### config.mk
export PLATFORM = sky130hd
export DESIGN_NAME = ofdm_subcarrier_extract
export DESIGN_NICKNAME = d
export VERILOG_FILES = /design/src/rtl/ofdm_subcarrier_extract.sv
export SDC_FILE = /design/constraint.sdc
export NUM_CORES = 1
export LEC_CHECK = 0
export CELL_PAD_IN_SITES_DETAIL_PLACEMENT = 1
export CELL_PAD_IN_SITES_GLOBAL_PLACEMENT = 2
export CORE_MARGIN = 3
export CORE_UTILIZATION = 29
export DETAILED_ROUTE_END_ITERATION = 16
export GPL_TIMING_DRIVEN = 0
export PLACE_DENSITY_LB_ADDON = 0.1
export SYNTH_ARGS = -nofsm -noshare
export SYNTH_HDL_FRONTEND = slang
export SYNTH_SLANG_ARGS = --single-unit
### constraint.sdc
create_clock -name clk_i -period 2.9 [get_ports clk_i]
set_input_delay 0.58 -clock clk_i [delete_from_list [all_inputs] [get_ports clk_i]]
set_output_delay 0.58 -clock clk_i [all_outputs]
set_load 0.05 [all_outputs]
### src/rtl/ofdm_subcarrier_extract.sv
// Extracts the 48 data subcarriers from 64-bin equalized OFDM symbols, dropping guard, DC and pilot bins.
// Define OFDM_SUBCARRIER_EXTRACT_PILOT_OUT_EN to route pilot bins to a separate p_* output stream.
module ofdm_subcarrier_extract #(
  parameter int WIDTH     = 32,
  parameter int CNT_WIDTH = 16
) (
  input  logic                 clk_i,
  input  logic                 rst_n_i,
  input  logic                 sof_i,
  input  logic [WIDTH-1:0]     i_tdata,
  input  logic                 i_tlast,
  input  logic                 i_tvalid,
  output logic                 i_tready,
  output logic [WIDTH-1:0]     o_tdata,
  output logic                 o_tlast,
  output logic                 o_tvalid,
  input  logic                 o_tready,
`ifdef OFDM_SUBCARRIER_EXTRACT_PILOT_OUT_EN
  output logic [WIDTH-1:0]     p_tdata,
  output logic                 p_tlast,
  output logic                 p_tvalid,
  input  logic                 p_tready,
`endif
  output logic [CNT_WIDTH-1:0] sym_count,
  output logic                 err_short,
  output logic                 err_long
);

  logic                 sof_q;
  logic [5:0]           bin_q, bin_d;
  logic [CNT_WIDTH-1:0] sym_q, sym_d;
  logic [WIDTH-1:0]     o_data_q, o_data_d;
  logic                 o_last_q, o_last_d;
  logic                 o_valid_q, o_valid_d;
  logic                 err_short_q, err_short_d;
  logic                 err_long_q, err_long_d;
  logic                 sof, is_pilot, is_kept, ready, hs, last_bin, sym_end;
`ifdef OFDM_SUBCARRIER_EXTRACT_PILOT_OUT_EN
  logic [WIDTH-1:0]     p_data_q, p_data_d;
  logic                 p_last_q, p_last_d;
  logic                 p_valid_q, p_valid_d;
`endif

  always_comb begin
    sof      = sof_i & ~sof_q;
    is_pilot = (bin_q == 6'd11) || (bin_q == 6'd25) || (bin_q == 6'd39) || (bin_q == 6'd53);
    is_kept  = (bin_q >= 6'd6) && (bin_q <= 6'd58) && !is_pilot && (bin_q != 6'd32);

    // Dropped bins never stall; kept bins only wait on a full output register.
    ready = 1'b1;
    if (is_kept) ready = o_tready | ~o_valid_q;
`ifdef OFDM_SUBCARRIER_EXTRACT_PILOT_OUT_EN
    if (is_pilot) ready = p_tready | ~p_valid_q;
`endif
    hs       = i_tvalid & ready;
    last_bin = (bin_q == 6'd63);
    sym_end  = hs & (i_tlast | last_bin);

    bin_d = bin_q;
    if (sof)     bin_d = 6'd0;
    else if (hs) bin_d = sym_end ? 6'd0 : bin_q + 6'd1;

    sym_d = sym_q;
    if (sof) sym_d = '0;
    else if (sym_end && (sym_q != {CNT_WIDTH{1'b1}}))
      sym_d = sym_q + {{(CNT_WIDTH-1){1'b0}}, 1'b1};

    err_short_d = ~sof & hs & i_tlast & ~last_bin;
    err_long_d  = ~sof & hs & last_bin & ~i_tlast;

    o_valid_d = o_valid_q;
    o_data_d  = o_data_q;
    o_last_d  = o_last_q;
    if (sof) begin
      o_valid_d = 1'b0;
    end else if (hs && is_kept) begin
      o_valid_d = 1'b1;
      o_data_d  = i_tdata;
      o_last_d  = (bin_q == 6'd58);
    end else if (o_tready) begin
      o_valid_d = 1'b0;
    end

`ifdef OFDM_SUBCARRIER_EXTRACT_PILOT_OUT_EN
    p_valid_d = p_valid_q;
    p_data_d  = p_data_q;
    p_last_d  = p_last_q;
    if (sof) begin
      p_valid_d = 1'b0;
    end else if (hs && is_pilot) begin
      p_valid_d = 1'b1;
      p_data_d  = i_tdata;
      p_last_d  = (bin_q == 6'd53);
    end else if (p_tready) begin
      p_valid_d = 1'b0;
    end
`endif
  end

  always_ff @(posedge clk_i or negedge rst_n_i) begin
    if (!rst_n_i) begin
      sof_q       <= 1'b0;
      bin_q       <= '0;
      sym_q       <= '0;
      o_data_q    <= '0;
      o_last_q    <= 1'b0;
      o_valid_q   <= 1'b0;
      err_short_q <= 1'b0;
      err_long_q  <= 1'b0;
    end else begin
      sof_q       <= sof_i;
      bin_q       <= bin_d;
      sym_q       <= sym_d;
      o_data_q    <= o_data_d;
      o_last_q    <= o_last_d;
      o_valid_q   <= o_valid_d;
      err_short_q <= err_short_d;
      err_long_q  <= err_long_d;
    end
  end

`ifdef OFDM_SUBCARRIER_EXTRACT_PILOT_OUT_EN
  always_ff @(posedge clk_i or negedge rst_n_i) begin
    if (!rst_n_i) begin
      p_data_q  <= '0;
      p_last_q  <= 1'b0;
      p_valid_q <= 1'b0;
    end else begin
      p_data_q  <= p_data_d;
      p_last_q  <= p_last_d;
      p_valid_q <= p_valid_d;
    end
  end

  assign p_tdata  = p_data_q;
  assign p_tlast  = p_last_q;
  assign p_tvalid = p_valid_q;
`endif

  assign i_tready  = ready;
  assign o_tdata   = o_data_q;
  assign o_tlast   = o_last_q;
  assign o_tvalid  = o_valid_q;
  assign sym_count = sym_q;
  assign err_short = err_short_q;
  assign err_long  = err_long_q;

endmodule

==> results summary <==
The weighted congestion reported at the end of routability-driven placement came out at 0.722. Setup repair after global routing left no endpoint under its margin. Power spread over the standard cell area amounts to 472 nW/µm². Entering global routing, the biggest net connects 60 pins.

The total placed instance area is 3950 µm². The peak ir drop on the vdd network came out at 0.211 mV. The layout overhead on the synthesized area came out at 43.2%. In the post-synthesis netlist, the biggest area contributors are sky130_fd_sc_hd__dfrtp_1 (51%), sky130_fd_sc_hd__mux2_1 (12%), sky130_fd_sc_hd__a21oi_1 (3.6%). The via count of the first global-routing pass is 2585.

The final-layout setup total negative slack is 0 ns. The detailed-routing iteration count for the pre-antenna-repair pass is 4. The arrival time at the worst endpoint is 2.17 ns.

The core utilization of the finished layout is 0.438. The number of flip-flops and latches in the synthesized netlist is 59. The worst-case reg-to-reg path depth came out at 8. After the last flow step, the layout net total stands at 395. The delay of the slowest cell on the worst path came out at 0.53 ns. The number of endpoints with negative hold slack in the final report came to 0. The first-pass GRT wire length came out at 13700 µm. After synthesis, the most frequently instantiated cells are sky130_fd_sc_hd__dfrtp_1 (59), sky130_fd_sc_hd__mux2_1 (30), sky130_fd_sc_hd__a21oi_1 (21). The die covers 11200 µm². The cell count after synthesis came out at 253. The clock passes through at most 2 buffers.

The proportion of synthesized chip area in sequential cells is 0.510. After detailed routing, the number of remaining DRC violations is 0. The run finished with clean final reports. The number of setup violations in the final report is 0. The most numerous cell in the Yosys netlist is sky130_fd_sc_hd__dfrtp_1. The number of ports placed on the die boundary is 91.

Dividing the detail-routed via count by the number of cells gives 5.00. The cell count after placement came out at 471. The clock slew seen by the registers of the worst setup and hold paths came out at 0.08 ns. The reg-to-reg critical path endpoint is o_tlast. The total congestion overflow is 0. The clock insertion delay at the later pin of the skew report came out at 0.34 ns. The core outline area is 9460 µm². The final setup skew is 0.00854 ns. The final design instance area without fill came out at 4150 µm². The element type at the critical path end is an output port. The largest individual stage delay along the critical path comes from the cell sky130_fd_sc_hd__or4_4.

The number of nets produced by synthesis is 296. The clock tree synthesis step divided the H-tree into 3 levels. The number of antenna diodes came out at 0. The yosys synthesis warning count is 0. The leakage power total came out at 0.00173 µW.

The initial antenna violation count came out at 0. The top achievable clock speed is 0.364 GHz. Post-CTS timing repair inserted 0 buffers for setup.

The final antenna-violating net count is 0. The number of library cell types mapped by synthesis came out at 45. The layout has 1062 filler cells.

Once the clock tree was built, the resizer swapped 6 gates to a different size. The via total after detailed routing is 2431. The critical path contains buffers and inverters numbering 2 combined.

The relative slew slack came out at 0.486. The cell area after technology mapping came out at 2900 µm². CTS placed an instance of sky130_fd_sc_hd__clkbuf_8 at the clock tree root.

The initial DRC count came out at 59. The number of enable-type register cells in the synthesized netlist is 0. The data required time at the worst endpoint is 2.32 ns. Of the available clock period, the critical path in the final layout requires 0.948. The share of Yosys cell area claimed by the top area cell type is 0.510. The number of CTS-inserted buffers is 9. Summed over all instances, the cell type with the most area after synthesis is sky130_fd_sc_hd__dfrtp_1. The clock sink count came out at 59.

The startpoint identified for the worst register-to-register timing path is bin_q[1]. The CTS tree is done. The highest fanout seen on the critical path came out at 7.

The share of synthesized flip-flops with an asynchronous set or reset came out at 1.00. The worst setup path is launched from a register. In this run the mean area of a mapped cell was 11.4 µm². The slew of the pin with the lowest slew margin came out at 0.771 ns. The starting density of the core came out at 0.306.

The height of the die came out at 106 µm. The min-delay analysis places its worst path in the category in -> async. The final max-slew violation count was 0. The final wirelength is 8150 µm.

The final standard cell count with taps included and fillers excluded came out at 486. Power comes to 1960 µW. The worst setup path is of the reg -> out kind. The die is 106 µm wide. Traced cell by cell, the critical path runs through inv_1 > ha_1 > or4_4 > o311ai_4 > o22a_1 > buf_4. The number of violations of the max-capacitance limit is 0. Broken down by cell family, the worst path's largest delay share belongs to simple AND/OR/NAND/NOR gates. The minimum clock period came out at 2.75 ns. Summed over all nets, the half-perimeter wirelength after detailed placement is 5930 µm. Among all flip-flop cells after synthesis, the most frequent one is sky130_fd_sc_hd__dfrtp_1.

The internal reg-to-reg setup slack came out at 0.31 ns. Of the cells placed in the final design, the portion with a size suffix greater than 1 is 0.120. The routed wirelength normalized by instance count came out at 16.8 µm. The total global routing track utilization came out at 0.154. Row generation in the floorplan step produced 35 rows. The number of buffers added on ports came out at 89.

The count of hold buffers inserted by post-cts repair came out at 0.
[kinds of logic (layout without fill, tap and decap cells)]
logic type / Yosys count / count (layout) / synth area share
compound gates: 52 / 52 / 0.129
mux: 37 / 37 / 0.142
buf+inv: 21 / 125 / 0.0384
flops: 59 / 59 / 0.510
fa+ha+maj: 5 / 5 / 0.0216
simple gates: 79 / 79 / 0.159
[cell usage in the layout (no fill, tap or decap), drive strengths merged, types with 2 or more instances in the layout]
cell,n
a31oi,2
o21ai,7
o31ai,9
and3,2
a21oi,21
o221ai,2
or4,12
mux2i,4
buf,13
dfrtp,59
or2,4
and2,2
nand2b,5
and4,3
nand4,3
clkinv,4
nor3,2
nand3,11
ha,5
clkdlybuf4s50,87
nor4,5
or3,3
clkbuf,12
nor2,5
mux2,33
nand2,16
a2111oi,2
nor2b,3
inv,7
[flip-flops by register name, summed over array words and instances, names as in the netlist]
signal / flops
o_tdata: 32
sym_count: 16
err_long: 1
err_short: 1
bin_q: 6
o_tlast: 1
sof_q: 1
o_tvalid: 1
[how the worst max path moves through the flow]
stage,slack [ns],endpoint,depth (start not counted),from
floorplan,0.47,i_tready,5,bin_q[0]
global placement,-0.87,bin_q[0],1,rst_n_i
detailed placement,-0.18,i_tready,6,bin_q[0]
CTS,0.04,i_tready,6,bin_q[0]
global route,0.02,i_tready,5,bin_q[1]
finish,0.15,i_tready,6,bin_q[0]
[per-stage QoR]
step           setup slack [ns]  hold WS [ns]
6_report                  0.150         0.310
5_1_grt                  0.0187         0.362
4_1_cts                  0.0449         0.337
3_5_place_dp             -0.176         0.475
3_3_place_gp             -0.870         0.466
2_1_floorplan             0.471         0.284
[per-layer routing]
metal,vias up,GRT usage,part of all wire
met5,-,0,0
met4,0,0.0389,0.010
met3,7,0.0492,0.061
met2,68,0.236,0.44
met1,1209,0.210,0.48
li1,1147,-,-
[power by group]
group,switching (µW),internal (µW)
Sequential,21.9,854
Clock,367,402
Combinational,189,122
Total,578,1380
[area by class of cell]
class	instances	area, µm²	share of cell area
sequential	59	1480	0.356
multi-input combinational	173	1310	0.317
timing repair buffer	89	886	0.214
tap	129	161	0.0389
clock buffer	9	124	0.0299
buffer	14	85.1	0.0205
clock inverter	7	77.6	0.0187
inverter	6	22.5	0.00543
(Power assumes the default switching activity.)
